[src/rtl/unidade_controle_mostra_pkg.sv]
// Shared definitions for the display-and-play control unit:
// state codes and default phase lengths.
package unidade_controle_mostra_pkg;

    typedef enum logic [3:0] {
        INICIAL          = 4'd0,
        INICIALIZA       = 4'd1,
        INICIA_SEQUENCIA = 4'd2,
        MOSTRA           = 4'd3,
        APAGA            = 4'd4,
        PROXIMO_MOSTRA   = 4'd5,
        FIM_MOSTRA       = 4'd6,
        ESPERA           = 4'd7,
        REGISTRA         = 4'd8,
        COMPARA          = 4'd9,
        PASSA            = 4'd10,
        ULTIMA_SEQUENCIA = 4'd11,
        ESGOTADO         = 4'd13,
        ERRO             = 4'd14,
        ACERTO           = 4'd15
    } estado_t;

    localparam int T_SHOW_DEFAULT    = 1000;
    localparam int T_GAP_DEFAULT     = 250;
    localparam int T_TIMEOUT_DEFAULT = 3000;

    // Largest of three phase lengths; sizes the shared timer.
    function automatic int max3(input int a, input int b, input int c);
        int m;
        m = (a > b) ? a : b;
        m = (m > c) ? m : c;
        return m;
    endfunction

endpackage

[src/rtl/unidade_controle_mostra_temporizador_uc.sv]
// Saturating up-counter shared by the display and timeout phases.
module temporizador_uc #(
    parameter int WIDTH = 12
) (
    input  logic             clock,
    input  logic             reset,
    input  logic             zera,
    input  logic             conta,
    output logic [WIDTH-1:0] valor
);

    // Clear on reset or phase change; count up and stick at all-ones.
    always_ff @(posedge clock) begin
        if (reset || zera) begin
            valor <= '0;
        end else if (conta && (valor != '1)) begin
            valor <= valor + WIDTH'(1);
        end
    end

endmodule

[src/rtl/unidade_controle_mostra.sv]
// Control unit: plays the stored sequence on the LEDs, then collects
// the player's repetition under a per-play timeout.
//
// state             | meaning
// ------------------+-------------------------------------------------
// inicial (0)       | idle, counters held clear
// inicializa (1)    | clear L and R for a new game
// inicia_seq (2)    | clear E before replaying the sequence
// mostra (3)        | LEDs show memory[E] for T_SHOW cycles
// apaga (4)         | LEDs dark for T_GAP cycles
// proximo_mostra(5) | advance E to the next displayed entry
// fim_mostra (6)    | clear E before the player repeats the sequence
// espera (7)        | wait for a play, T_TIMEOUT cycles allowed
// registra (8)      | load the play into R
// compara (9)       | check R against memory[E]
// passa (10)        | correct, advance E for the next play
// ultima_seq (11)   | round complete, grow L or finish the game
// esgotado (13)     | timed out
// erro (14)         | wrong play
// acerto (15)       | game won
module unidade_controle_mostra
    import unidade_controle_mostra_pkg::*;
#(
    parameter int T_SHOW    = T_SHOW_DEFAULT,
    parameter int T_GAP     = T_GAP_DEFAULT,
    parameter int T_TIMEOUT = T_TIMEOUT_DEFAULT
) (
    input  logic       clock,
    input  logic       reset,
    input  logic       iniciar,
    input  logic       jogada,
    input  logic       igual,
    input  logic       enderecoIgualLimite,
    input  logic       fimL,
    output logic       zeraL,
    output logic       contaL,
    output logic       zeraE,
    output logic       contaE,
    output logic       zeraR,
    output logic       registraR,
    output logic       mostra_leds,
    output logic       acertou,
    output logic       errou,
    output logic       esgotou,
    output logic       pronto,
    output logic [3:0] db_estado
);

    localparam int TMAX = max3(T_SHOW, T_GAP, T_TIMEOUT);
    localparam int TW   = (TMAX > 1) ? $clog2(TMAX) : 1;

    localparam logic [TW-1:0] FIM_SHOW    = TW'(T_SHOW - 1);
    localparam logic [TW-1:0] FIM_GAP     = TW'(T_GAP - 1);
    localparam logic [TW-1:0] FIM_TIMEOUT = TW'(T_TIMEOUT - 1);

    estado_t       estado;
    estado_t       proximo;
    logic [TW-1:0] timer;
    logic          zera_timer;
    logic          conta_timer;

    // The timer restarts on every state change, so each phase starts at zero.
    assign zera_timer  = (proximo != estado);
    assign conta_timer = !zera_timer && (estado inside {MOSTRA, APAGA, ESPERA});

    temporizador_uc #(.WIDTH(TW)) u_temporizador (
        .clock (clock),
        .reset (reset),
        .zera  (zera_timer),
        .conta (conta_timer),
        .valor (timer)
    );

    // State register.
    always_ff @(posedge clock) begin
        if (reset) begin
            estado <= INICIAL;
        end else begin
            estado <= proximo;
        end
    end

    // Next-state logic; jogada wins over timeout in the terminal cycle.
    always_comb begin
        proximo = estado;
        case (estado)
            INICIAL:          if (iniciar) proximo = INICIALIZA;
            INICIALIZA:       proximo = INICIA_SEQUENCIA;
            INICIA_SEQUENCIA: proximo = MOSTRA;
            MOSTRA:           if (timer == FIM_SHOW) proximo = APAGA;
            APAGA: begin
                if (timer == FIM_GAP) begin
                    proximo = enderecoIgualLimite ? FIM_MOSTRA : PROXIMO_MOSTRA;
                end
            end
            PROXIMO_MOSTRA:   proximo = MOSTRA;
            FIM_MOSTRA:       proximo = ESPERA;
            ESPERA: begin
                if (jogada) begin
                    proximo = REGISTRA;
                end else if (timer == FIM_TIMEOUT) begin
                    proximo = ESGOTADO;
                end
            end
            REGISTRA:         proximo = COMPARA;
            COMPARA: begin
                if (!igual) begin
                    proximo = ERRO;
                end else if (enderecoIgualLimite) begin
                    proximo = ULTIMA_SEQUENCIA;
                end else begin
                    proximo = PASSA;
                end
            end
            PASSA:            proximo = ESPERA;
            ULTIMA_SEQUENCIA: proximo = fimL ? ACERTO : INICIA_SEQUENCIA;
            ESGOTADO, ERRO, ACERTO: if (iniciar) proximo = INICIALIZA;
            default:          proximo = INICIAL;
        endcase
    end

    // Moore output decode.
    always_comb begin
        zeraL       = 1'b0;
        contaL      = 1'b0;
        zeraE       = 1'b0;
        contaE      = 1'b0;
        zeraR       = 1'b0;
        registraR   = 1'b0;
        mostra_leds = 1'b0;
        acertou     = 1'b0;
        errou       = 1'b0;
        esgotou     = 1'b0;
        pronto      = 1'b0;
        case (estado)
            INICIAL, INICIALIZA: begin
                zeraL = 1'b1;
                zeraR = 1'b1;
            end
            INICIA_SEQUENCIA, FIM_MOSTRA: zeraE = 1'b1;
            PROXIMO_MOSTRA, PASSA:        contaE = 1'b1;
            ULTIMA_SEQUENCIA:             contaL = 1'b1;
            REGISTRA:                     registraR = 1'b1;
            MOSTRA:                       mostra_leds = 1'b1;
            ACERTO: begin
                acertou = 1'b1;
                pronto  = 1'b1;
            end
            ERRO: begin
                errou  = 1'b1;
                pronto = 1'b1;
            end
            ESGOTADO: begin
                esgotou = 1'b1;
                pronto  = 1'b1;
            end
            default: ;
        endcase
    end

    assign db_estado = estado;

endmodule

[config.mk]
export PLATFORM = sky130hd
export DESIGN_NAME = unidade_controle_mostra
export DESIGN_NICKNAME = d
export VERILOG_FILES = /design/src/rtl/unidade_controle_mostra_pkg.sv /design/src/rtl/unidade_controle_mostra_temporizador_uc.sv /design/src/rtl/unidade_controle_mostra.sv
export SDC_FILE = /design/constraint.sdc
export NUM_CORES = 1
export LEC_CHECK = 0
export BUFFER_PORTS_ARGS = -buffer_cell sky130_fd_sc_hd__buf_2
export CORE_AREA = 2 2 59 61
export DETAILED_ROUTE_END_ITERATION = 16
export DIE_AREA = 0 0 61 63
export GPL_TIMING_DRIVEN = 1
export SYNTH_ARGS = -nofsm -noshare
export SYNTH_HDL_FRONTEND = slang
export SYNTH_SLANG_ARGS = --single-unit
[constraint.sdc]
create_clock -name clock -period 2.7 [get_ports clock]
set_input_delay 0.54 -clock clock [delete_from_list [all_inputs] [get_ports clock]]
set_output_delay 0.54 -clock clock [all_outputs]
set_load 0.01 [all_outputs]
Yosys cells after proc, flatten, opt, wreduce, memory -nomap -nowiden --
Cells that the tools add are included.
Word-level totals: bits of input ports 7, output and inout bits 15, bits in registers 16, word-level logic and storage cells 55
Cells by class: equality and inequality tests 19, reduce and logical (&&, ||, !) cells 13, $add $sub $neg 1, multiplexer cells 20
Operators with widths (number):
- $pmux 4 s10 | 1
- $eq 4x4->1 const B | 7
- $mux 4 | 6
- $eq 4x3->1 const B | 4
- $add 12x1->12 const B | 1
- $eq 12x10->1 const B | 1
- $eq 12x12->1 const B | 1
- $eq 12x8->1 const B | 1
- $ne 12x12->1 const B | 1
- $mux 1 | 11
- $reduce_or 2->1 | 5
- $eq 4x2->1 const B | 2
- $eq 4x1->1 const B | 1
- $logic_not 4->1 | 1
- $ne 4x4->1 | 1
- $reduce_or 4->1 | 1
- $mux 3 | 1
- $reduce_bool 3->1 | 1
- $reduce_or 3->1 | 1
- $logic_and 1x1->1 | 2
- $mux 2 | 1
- $logic_not 1->1 | 1
- $logic_or 1x1->1 | 1

Longest topological paths before layout --
Gate-level depths: netlist of the first run.
word-level depth 8, depth in mapped cells 9, gate-level depth less buffers 8

Hierarchy --
Synthesis of the first run repeated with hierarchy kept, for this count alone.
Second synthesis, totals: cells, all modules 157, area total of the unflattened synthesis 1239.9 um2
By module, submodules not included:
- temporizador_uc | cells each 72, seq. area each 240.2 um2, times used 1, area an instance 630.6 um2
- unidade_controle_mostra | cells each 85, seq. area each 80.1 um2, times used 1, area an instance 609.3 um2

Worst setup path after synthesis of the first run --
No wires, ideal clock.
kind reg2reg, start point reg u_temporizador.valor[0], end point reg u_temporizador.valor[3], slack 0.611 ns, buffers on the path 1, data arrival time 2.002 ns, cell stages (with the launch flop) 9, clock period less this slack 2.089 ns, library setup time 0.088 ns, required time 2.612 ns, cells stage by stage dfxtp_1 > ha_1 > and4b_1 > and4_4 > a211oi_2 > nor2_1 > a2111o_1 > buf_6 > nor4_4
On the way: cells in the longest elaborated chain, start to end 8, elaborated cells on any way between the ends 15, classes of those cells 1 x add/sub; 5 x eq/ne; 5 x mux; 4 x reduce/logical
Ends and longest elaborated chain:
- from (decl) | RTL line unidade_controle_mostra_temporizador_uc.sv:9 | output logic [WIDTH-1:0] valor
- from (signal assigned) | RTL line unidade_controle_mostra_temporizador_uc.sv:17 | valor <= valor + WIDTH'(1);
- $eq 12x12->1 | RTL line unidade_controle_mostra.sv:101 | end else if (timer == FIM_TIMEOUT) begin
- $mux 4 | RTL line unidade_controle_mostra.sv:101
- $mux 4 | RTL line unidade_controle_mostra.sv:99 | if (jogada) begin
- $pmux 4 s10 | RTL line unidade_controle_mostra.sv:86 | case (estado)
- $ne 4x4->1 | RTL line unidade_controle_mostra.sv:63 | assign zera_timer = (proximo != estado);
- $logic_not 1->1 | RTL line unidade_controle_mostra.sv:64 | assign conta_timer = !zera_timer && (estado inside {MOSTRA, APAGA, ESPERA});
- $logic_and 1x1->1 | RTL line unidade_controle_mostra.sv:64
- $logic_and 1x1->1 | RTL line unidade_controle_mostra_temporizador_uc.sv:16 | end else if (conta && (valor != '1)) begin
Parallel ways exist; a longest one is shown, timed or not. A chain may end at the register's enable or synchronous reset.

Worst setup path in the final report of the first run --
start point reg u_temporizador.valor[0], end point reg u_temporizador.valor[1]
The elaborated chain is that of the path after synthesis.

==> metrics.csv, run 1 <==
stage;metric;value;unit
outcome;run_status;finished clean;
grt;grt_overflow_total;0;
cells_and_area;drive_gt1_share;27.6;%
detailed_routing;routed-via-count;1310;
cts;clock_latency;0.29;ns
cts;post-cts-setup-buffers;0;
logic_synthesis;syn-num-nets;172;
cells_and_area;n_antenna_cell;0;
worst_setup_path;critPathTopFamily;compound AO/OA/AOI/OAI gates;
run;drv_cap;0;
placement;io_buffers;21;
sta;finalMaxSlewViolations;0;
worst_setup_path;cp.arrival;2.62;ns
cts;clockRootBuffer;clkbuf_4;
floorplanning;core;3230;um2
logic_synthesis;ys_ff_latch;16;
cts;clkSinkCount;16;
cells_and_area;nets;191;
worst_hold_path;hp-class;flip-flop to flip-flop;
floorplanning;die_area;3840;um2
logic_synthesis;synth_top_flop_cell;dfxtp_1;
power;power;0.543;mW
sta;setup_viol;0;
detailed_routing;wl_per_cell;14.6;um
placement;gp_congestion;0.862;
logic_synthesis;avgSynthCellArea;8.29;um2
grt;grt_max_degree;18;
logic_synthesis;synth_edf_count;0;
cts;cts_buffers;3;
cts;path_clk_slew;0.09;ns
logic_synthesis;yosys_warnings;0;
worst_setup_path;critPathMaxStageDelay;0.57;ns
floorplanning;die-width;61;um
logic_synthesis;netlist_instances;163;
worst_setup_path;critPathCaptureType;flip-flop;
logic_synthesis;netlist_area;1350;um2
detailed_routing;drc;0;
grt;grt_pass1_wl;5730;um
cells_and_area;final_cell_area;1520;um2
logic_synthesis;seq_area_frac_synth;23.7;%
sta;max_slew_margin;59.0;%
cts;clock_path_buffers;2;
worst_setup_path;crit_path_cell_trace;ha_1 > and4b_1 > a41oi_1 > o2bb2ai_1 > a2111oi_0 > a2111o_1 > nor3_1;
cts;htreeDepth;1;
sta;final.min_clock_period;2.46;ns
floorplanning;start_util;41.8;%
sta;fin_ws;0.237;ns
worst_setup_path;cp_num_buf_inv;0;
cells_and_area;areaGrowthSynthToFinish;12.1;%
logic_synthesis;async_flop_share;0;%
sta;setup_tns;0;ns
detailed_routing;wirelength;3310;um
grt;antenna_found_initial;0;
placement;hpwlAfterDp;2450;um
floorplanning;ioPinCount;22;
sta;timing.fmax;406;MHz
floorplanning;die_h;63;um
detailed_routing;drt-initial-drc-count;85;
power;power_density;358;nW/um2
worst_setup_path;worstPathRequired;2.86;ns
placement;placed_area;1480;um2
grt;grt_pass1_vias;1215;
sta;period_share;91.2;%
logic_synthesis;yosys.cell_types.count;53;
sta;tightest_slew;0.615;ns
placement;dpl_worst_slack;0.206;ns
worst_setup_path;slowest_stage;a2111o_1;
power;power_leakage;0.537;nW
cts;cts_tree;done;
worst_setup_path;critPathKind;flip-flop to flip-flop;
detailed_routing;first_pass_iters;4;
sta;finClkSkew;0.00277;ns
sta;grt_setup_unrepaired;no;
worst_setup_path;cp-start-kind;flip-flop;
worst_setup_path;cp_max_fo;12;
grt;grt_usage;19.1;%
sta;hold_violations;0;
floorplanning;rows;21;
detailed_routing;vias_per_cell;5.77;
power;peakVddDrop;0.000201;V
detailed_routing;postRouteAntennaNets;0;
-- layout by cell type (no fill, tap or decap), drive strengths merged, types with 2 or more instances in the layout --
master and instances:
nand2 13, and4b 2, and3 2, or3b 3, dfxtp 16, inv 9, a211o 2, nand3b 3
nor2 12, clkbuf 4, o22ai 2, nor2b 2, nand4bb 2, ha 2, xor2 5, and4 2
nor3 6, nand2b 2, xnor2 7, buf 27, nor4 16, o21ai 3, a31oi 2, a21oi 9
a211oi 2, nand3 6, nand4 4
-- sequential cells by signal, indices dropped and copies added, names as in the netlist --
register and count:
u_temporizador.valor 12, db_estado 4
-- per-stage QoR --
step                cells  hold WS [ns]  utilization [%]
floorplan             163         0.560                -
global placement      223         0.588             45.7
detailed placement    223         0.604             45.7
CTS                   227         0.631             46.8
global route          227         0.670             46.9
finish                227         0.625             46.9
-- final cells by class --
type                       instances  area, um2
timing repair buffer              27        150
clock buffer                       4       36.3
sequential                        16        322
inverter                           9       33.8
fill                             334       1720
tap                               46       57.6
multi-input combinational        125        916
-- timing repair --
| item | CTS | global route |
|---|---|---|
| hold buffers | 0 | 0 |
| endpoints found under the setup margin | 0 | 12 |
| gates resized for setup | 0 | 1 |
-- logic make-up (layout without fill, tap and decap cells) --
group / Yosys count / in the layout / synth area share [%]
AND/OR/NAND/NOR: 82 / 82 / 41.9
AO/OA/AOI/OAI: 29 / 29 / 16.2
buffers and inverters: 22 / 40 / 8.52
flip-flops: 16 / 16 / 23.7
XOR/XNOR: 12 / 12 / 7.78
adder cells (fa/ha/maj): 2 / 2 / 1.85
-- power breakdown --
group	internal (mW)	switching, mW	leakage, nW
clock	0.0822	0.0774	0.0210
sequential	0.241	0.0155	0.130
combinational	0.0439	0.0835	0.386
total	0.367	0.176	0.537
-- final timing paths --
path                                   startpoint                              endpoint  slack [ns]  cells after the start
max          u_temporizador.valor[0]$_SDFFE_PP0P_  u_temporizador.valor[1]$_SDFFE_PP0P_        0.24                      7
min          u_temporizador.valor[0]$_SDFFE_PP0P_  u_temporizador.valor[0]$_SDFFE_PP0P_        0.62                      2
max reg2reg  u_temporizador.valor[0]$_SDFFE_PP0P_  u_temporizador.valor[1]$_SDFFE_PP0P_        0.24                      7
min reg2reg  u_temporizador.valor[0]$_SDFFE_PP0P_  u_temporizador.valor[0]$_SDFFE_PP0P_        0.62                      2
-- metal layers --
| layer | track usage [%] | share of wire (%) | vias to the layer above | wire, um |
|---|---|---|---|---|
| li1 | - | - | 639 | - |
| met1 | 27.1 | 48 | 614 | 1600 |
| met2 | 28.8 | 45 | 45 | 1510 |
| met3 | 3.52 | 4.6 | 12 | 151 |
| met4 | 6.25 | 1.6 | 0 | 54 |
| met5 | 0 | 0 | - | 0 |
-- worst min-delay path, cell delays in order (launching register included) --
cell     delay, ns
dfxtp_1       0.37
xnor2_1       0.18
nor4_1        0.04
-- synth_stat cells, drive strengths merged, types with 3 or more instances --
cell type | number | area [um2]
or3b | 3 | 28.8
xnor2 | 7 | 61.3
xor2 | 5 | 43.8
inv | 9 | 33.8
nor3 | 6 | 30.0
o21ai | 3 | 15.0
nand3b | 3 | 22.5
nand4 | 4 | 25.0
nor4 | 16 | 178
dfxtp | 16 | 320
nand3 | 6 | 30.0
nor2 | 12 | 45.0
a21oi | 9 | 56.3
nand2 | 13 | 48.8
buf | 11 | 73.8
Power figures use the tool's default switching activity.
==> inputs of run 2 (changes only) <==
Settings changed: PLACE_DENSITY from default to 0.69.
==> run 2 against run 1 <==
Compared with the run above:
- worst setup slack got worse by 0.025 ns
- routed wire length fell by 2.1%
- global-route usage fell by 1.9 points
- fmax fell by 0.99%
- core utilization rose by 0.19 points
- register-to-register slack got worse by 0.02 ns
- largest cell class unchanged
==> metrics.csv, run 2 (synthesized netlist as in run 1, its figures left out) <==
stage;metric;value;unit;change
cells_and_area;nets;192;;+0.52%
cells_and_area;top_register;u_temporizador.valor;;
cts;path_clk_slew;0.09;ns;about the same
worst_hold_path;hp-class;flip-flop to flip-flop;;
cells_and_area;areaGrowthSynthToFinish;12.6;%;
power;power_density;353;nW/um2;-1.4%
sta;grt_setup_unrepaired;no;;
floorplanning;die_h;63;um;unchanged
cts;htreeDepth;1;;unchanged
run;drv_cap;0;;unchanged
sta;tightest_slew;0.604;ns;-0.0105 ns
power;peakVddDrop;0.000262;V;+30%
sta;hold_violations;0;;unchanged
detailed_routing;first_pass_iters;4;;unchanged
cts;clock_path_buffers;2;;unchanged
grt;grt_usage;17.2;%;-1.9 points
cells_and_area;drive_gt1_share;27.5;%;-0.15 points
floorplanning;ioPinCount;22;;unchanged
detailed_routing;wl_per_cell;14.2;um;-2.5%
detailed_routing;routed-via-count;1312;;+0.15%
placement;dpl_worst_slack;0.207;ns;+0.00132 ns
worst_setup_path;cp_max_fo;16;;+4
cells_and_area;n_antenna_cell;0;;unchanged
floorplanning;core;3230;um2;unchanged
detailed_routing;vias_per_cell;5.75;;-0.29%
sta;setup_tns;0;ns;unchanged
grt;grt_pass1_wl;5310;um;-7.3%
sta;timing.fmax;402;MHz;-0.99%
placement;io_buffers;21;;unchanged
sta;fin_ws;0.212;ns;-0.0247 ns
cells_and_area;final_common_cell;buf_2;;
cts;cts_buffers;3;;unchanged
floorplanning;start_util;41.8;%;unchanged
detailed_routing;postRouteAntennaNets;0;;unchanged
sta;final.min_clock_period;2.49;ns;+0.0247 ns
cts;cts_tree;done;;
grt;grt_max_degree;22;;+4
floorplanning;die-width;61;um;unchanged
worst_setup_path;r2r_cells;6;;-1
worst_setup_path;critPathKind;flip-flop to flip-flop;;
cts;clkSinkCount;16;;unchanged
cts;hold_buffers;0;;unchanged
cts;clockRootBuffer;clkbuf_4;;
detailed_routing;wirelength;3240;um;-2.1%
floorplanning;rows;21;;unchanged
placement;gp_congestion;0.944;;+9.5%
worst_setup_path;cp.arrival;2.68;ns;+0.06 ns
sta;timing.hold.ws;0.619;ns;-0.00573 ns
placement;hpwlAfterDp;2450;um;-0.21%
worst_setup_path;cp-start-kind;flip-flop;;
cts;post-cts-setup-buffers;0;;unchanged
floorplanning;die_area;3840;um2;unchanged
cells_and_area;layout_common_cells;buf_2 (21), dfxtp_1 (16), nand2_1 (13);;
outcome;run_status;finished clean;;
sta;period_share;92.1;%;+0.91 points
worst_setup_path;worstPathRequired;2.89;ns;+0.03 ns
cts;ctsResizeCount;0;;unchanged
detailed_routing;drc;0;;unchanged
sta;finClkSkew;0.00431;ns;+0.00154 ns
grt;antenna_found_initial;0;;unchanged
sta;setup_viol;0;;unchanged
worst_setup_path;critPathCaptureType;flip-flop;;
cts;clock_latency;0.28;ns;about the same
grt;grt_overflow_total;0;;unchanged
sta;max_slew_margin;59.7;%;+0.70 points
worst_hold_path;min_path_cells;2;;unchanged
power;power_leakage;0.541;nW;+0.79%
grt;grt_pass1_vias;1184;;-2.6%
sta;finalMaxSlewViolations;0;;unchanged
cells_and_area;largest_reg_flops;12;;unchanged
detailed_routing;drt-initial-drc-count;97;;+14%
## run 2: cell count changes in the layout (fill, tap and decap cells not counted)
cell,previous run,this run
buf_4,6,7
dfxtp_1,15,16
dfxtp_2,1,0
## run 2: layout make-up
| class | instances | area (um2) |
|---|---|---|
| clock buffer | 4 | 36.3 |
| fill | 340 | 1710 |
| inverter | 9 | 33.8 |
| multi-input combinational | 125 | 916 |
| sequential | 16 | 320 |
| tap | 46 | 57.6 |
| timing repair buffer | 28 | 158 |
## run 2: metrics by stage
| stage | utilization [%] | instances | cell area [um2] | total power, mW |
|---|---|---|---|---|
| 2_1_floorplan | - | 163 | 1350 | 0.354 |
| 3_3_place_gp | 46.0 | 224 | 1490 | 0.385 |
| 3_5_place_dp | 46.0 | 224 | 1490 | 0.389 |
| 4_1_cts | 47.1 | 228 | 1520 | 0.545 |
| 5_1_grt | 47.1 | 228 | 1520 | 0.571 |
| 6_report | 47.1 | 228 | 1520 | 0.538 |
## run 2: report_power, final
part           internal (mW)  switching (mW)  total, mW
Clock                 0.0821          0.0717      0.154
Combinational         0.0460          0.0850      0.131
Sequential             0.240          0.0125      0.253
## run 2: critical path, cell delays in order (launching register included)
cell and delay (ns):
dfxtp_1 0.43, buf_4 0.24, or3b_4 0.41, a21oi_4 0.21, nor3b_1 0.08, a2111o_1 0.67, nor4_1 0.34
## run 2: final timing paths
check	start	to	slack, ns
max reg2reg	db_estado[2]$_SDFF_PP0_	u_temporizador.valor[0]$_SDFFE_PP0P_	0.21
min	u_temporizador.valor[0]$_SDFFE_PP0P_	u_temporizador.valor[0]$_SDFFE_PP0P_	0.62
min reg2reg	u_temporizador.valor[0]$_SDFFE_PP0P_	u_temporizador.valor[0]$_SDFFE_PP0P_	0.62
max	db_estado[2]$_SDFF_PP0_	u_temporizador.valor[0]$_SDFFE_PP0P_	0.21
## run 2: per-layer routing
layer | part of all wire [%] | vias to the layer above | wire [um] | global-route usage [%]
li1 | - | 641 | - | -
met1 | 44 | 615 | 1420 | 24.0
met2 | 49 | 52 | 1570 | 28.2
met3 | 6.6 | 4 | 215 | 1.45
met4 | 0.77 | 0 | 25 | 4.08
met5 | 0 | - | 0 | 0
==> inputs of run 3 (changes only) <==
==> constraint.sdc (replaced) <==
create_clock -name clock -period 2.7 [get_ports clock]
set_input_delay 0.27 -clock clock [delete_from_list [all_inputs] [get_ports clock]]
set_output_delay 0.27 -clock clock [all_outputs]
set_load 0.01 [all_outputs]
==> run 3 against run 2 <==
Compared with the run above:
- routed wire length up 0.31%
- first-iteration DRC count rose by 38%
- hold slack got worse by 0.25 ns
- sequential share of layout area barely moved
- global-route usage increased by 0.98 points
- fmax down 0.48%
- critical path type unchanged
- largest cell class unchanged
- largest power group unchanged
==> metrics.csv, run 3 (synthesized netlist as in run 1, its figures left out) <==
stage;metric;value;unit;change
worst_setup_path;startpoint;db_estado[2]$_SDFF_PP0_;;
power;power_leakage;0.540;nW;-0.16%
detailed_routing;drc;0;;unchanged
floorplanning;start_util;41.8;%;unchanged
power;pwr-share-seq;46.5;%;-0.5 points
cts;htreeDepth;1;;unchanged
cts;clockRootBuffer;clkbuf_4;;
cells_and_area;n_antenna_cell;0;;unchanged
placement;dp.cells;224;;unchanged
cells_and_area;top_register;u_temporizador.valor;;
cts;path_clk_slew;0.10;ns;about the same
power;power;0.547;mW;+1.7%
cells_and_area;nets;192;;unchanged
power;power_density;359;nW/um2;+1.6%
placement;io_buffers;21;;unchanged
worst_setup_path;crit_end;u_temporizador.valor[0]$_SDFFE_PP0P_;;
grt;grt_usage;18.2;%;+0.98 points
worst_setup_path;cp-start-kind;flip-flop;;
cells_and_area;largest_reg_flops;12;;unchanged
sta;finClkSkew;0.00692;ns;+0.00261 ns
cells_and_area;layout_common_cells;buf_2 (21), dfxtp_1 (16), nand2_1 (13);;
sta;final.min_clock_period;2.50;ns;+0.0119 ns
cts;ctsResizeCount;0;;unchanged
sta;fin_ws;0.200;ns;-0.0119 ns
sta;max_slew_margin;70.2;%;+10 points
floorplanning;core;3230;um2;unchanged
worst_setup_path;worstPathRequired;2.90;ns;about the same
detailed_routing;wirelength;3250;um;+0.31%
worst_setup_path;critPathKind;flip-flop to flip-flop;;
sta;finalMaxSlewViolations;0;;unchanged
grt;grt_overflow_total;0;;unchanged
detailed_routing;routed-via-count;1294;;-1.4%
cells_and_area;final_common_cell;buf_2;;
sta;period_share;92.6;%;+0.44 points
detailed_routing;drt-initial-drc-count;134;;+38%
power;swShare;32.5;%;+1.0 points
worst_setup_path;critPathTopFamily;simple AND/OR/NAND/NOR gates;;
cells_and_area;layout.cells.non_filler;228;;unchanged
detailed_routing;postRouteAntennaNets;0;;unchanged
sta;grt_setup_unrepaired;no;;
floorplanning;die_h;63;um;unchanged
worst_setup_path;rrSetupSlack;0.20;ns;about the same
worst_setup_path;worstReg2RegEnd;u_temporizador.valor[0]$_SDFFE_PP0P_;;
cells_and_area;final_util;47.1;%;about the same
detailed_routing;first_pass_iters;4;;unchanged
floorplanning;ioPinCount;22;;unchanged
cts;clock_latency;0.30;ns;+0.02 ns
grt;grt_pass1_vias;1164;;-1.7%
sta;setup_tns;0;ns;unchanged
sta;setup_viol;0;;unchanged
worst_setup_path;r2r_cells;6;;unchanged
cts;cts_buffers;3;;unchanged
power;p_int;0.369;mW;+0.16%
grt;antenna_found_initial;0;;unchanged
worst_setup_path;cp_max_fo;12;;-4
worst_setup_path;r2r-start;db_estado[2]$_SDFF_PP0_;;
placement;hpwlAfterDp;2440;um;-0.33%
cts;hold_buffers;0;;unchanged
worst_setup_path;cp.arrival;2.70;ns;+0.02 ns
run;drv_cap;0;;unchanged
cts;clock_path_buffers;2;;unchanged
cells_and_area;ff_latch_area;320;um2;unchanged
sta;tightest_slew;0.446;ns;-0.158 ns
sta;timing.fmax;400;MHz;-0.48%
placement;gp_congestion;0.966;;+2.3%
worst_setup_path;critical_path_depth;6;;unchanged
grt;grt_pass1_wl;5380;um;+1.2%
cts;cts_tree;done;;
worst_setup_path;critPathMaxStageDelay;0.64;ns;-0.03 ns
placement;dpl_worst_slack;0.173;ns;-0.0336 ns
power;peakVddDrop;0.000299;V;+14%
cells_and_area;areaGrowthSynthToFinish;12.7;%;about the same
cts;post-cts-setup-buffers;0;;unchanged
worst_setup_path;slowest_stage;a2111o_2;;
grt;grt_max_degree;22;;unchanged
detailed_routing;vias_per_cell;5.68;;-1.4%
cts;clkSinkCount;16;;unchanged
floorplanning;die-width;61;um;unchanged
cells_and_area;fill_cells;356;;+4.7%
worst_hold_path;hp-class;input pin to flip-flop;;
floorplanning;die_area;3840;um2;unchanged
cells_and_area;drive_gt1_share;28.0;%;+0.55 points
worst_setup_path;cp_num_buf_inv;1;;unchanged
worst_setup_path;critPathCaptureType;flip-flop;;
cells_and_area;multi_input_area;917;um2;+0.14%
sta;hold_violations;0;;unchanged
power;clkPwrFrac;29.5;%;+0.9 points
outcome;run_status;finished clean;;
detailed_routing;wl_per_cell;14.3;um;+0.31%
power;combPwrFrac;23.9;%;-0.5 points
worst_setup_path;crit_path_cell_trace;buf_4 > or3b_2 > o211ai_2 > nor3b_1 > a2111o_2 > nor4_1;;
floorplanning;rows;21;;unchanged
power;power_switching;0.178;mW;+4.9%
[run 3: worst min-delay path by stage]
stage                                               from  cells past startpoint  slack, ns                              endpoint
floorplan                                        iniciar                      3       0.46               db_estado[2]$_SDFF_PP0_
global placement    u_temporizador.valor[0]$_SDFFE_PP0P_                      2       0.59  u_temporizador.valor[0]$_SDFFE_PP0P_
detailed placement  u_temporizador.valor[0]$_SDFFE_PP0P_                      2       0.60  u_temporizador.valor[0]$_SDFFE_PP0P_
CTS                                              iniciar                      4       0.36               db_estado[2]$_SDFF_PP0_
global route                                     iniciar                      4       0.39               db_estado[2]$_SDFF_PP0_
finish                                           iniciar                      4       0.37               db_estado[2]$_SDFF_PP0_
[run 3: power by group through the flow]
stage / logic [mW] / registers [mW] / clock network, mW
after CTS: 0.130 / 0.254 / 0.167
after detailed placement: 0.130 / 0.260 / 0
final: 0.131 / 0.254 / 0.161
after global placement: 0.125 / 0.259 / 0
after global routing: 0.142 / 0.256 / 0.186
after floorplan: 0.104 / 0.250 / 0
[run 3: final cells by class]
type | count | share of cell area (%)
Inverter | 9 | 2.22
Multi-Input combinational cell | 125 | 60.2
Tap cell | 46 | 3.78
Sequential cell | 16 | 21.0
Timing Repair Buffer | 28 | 10.4
Clock buffer | 4 | 2.38
[run 3: metrics by stage]
stage          hold WS [ns]  instance area [um2]
4_1_cts               0.356                 1520
3_5_place_dp          0.602                 1490
6_report              0.369                 1520
5_1_grt               0.385                 1520
2_1_floorplan         0.455                 1350
3_3_place_gp          0.591                 1490
[run 3: per-layer routing]
layer  vias up  GRT usage [%]  share of wire (%)
met2        42           28.1                 47
met5         -              0                  0
li1        644              -                  -
met1       597           24.4                 46
met4         0           9.51                3.2
met3        11           1.86                4.6
[run 3: worst register-to-register path, stage by stage, from the launching register on]
cell and delay, ns:
dfxtp_1 0.53, buf_4 0.24, or3b_2 0.47, o211ai_2 0.11, nor3b_1 0.08, a2111o_2 0.64, nor4_1 0.33
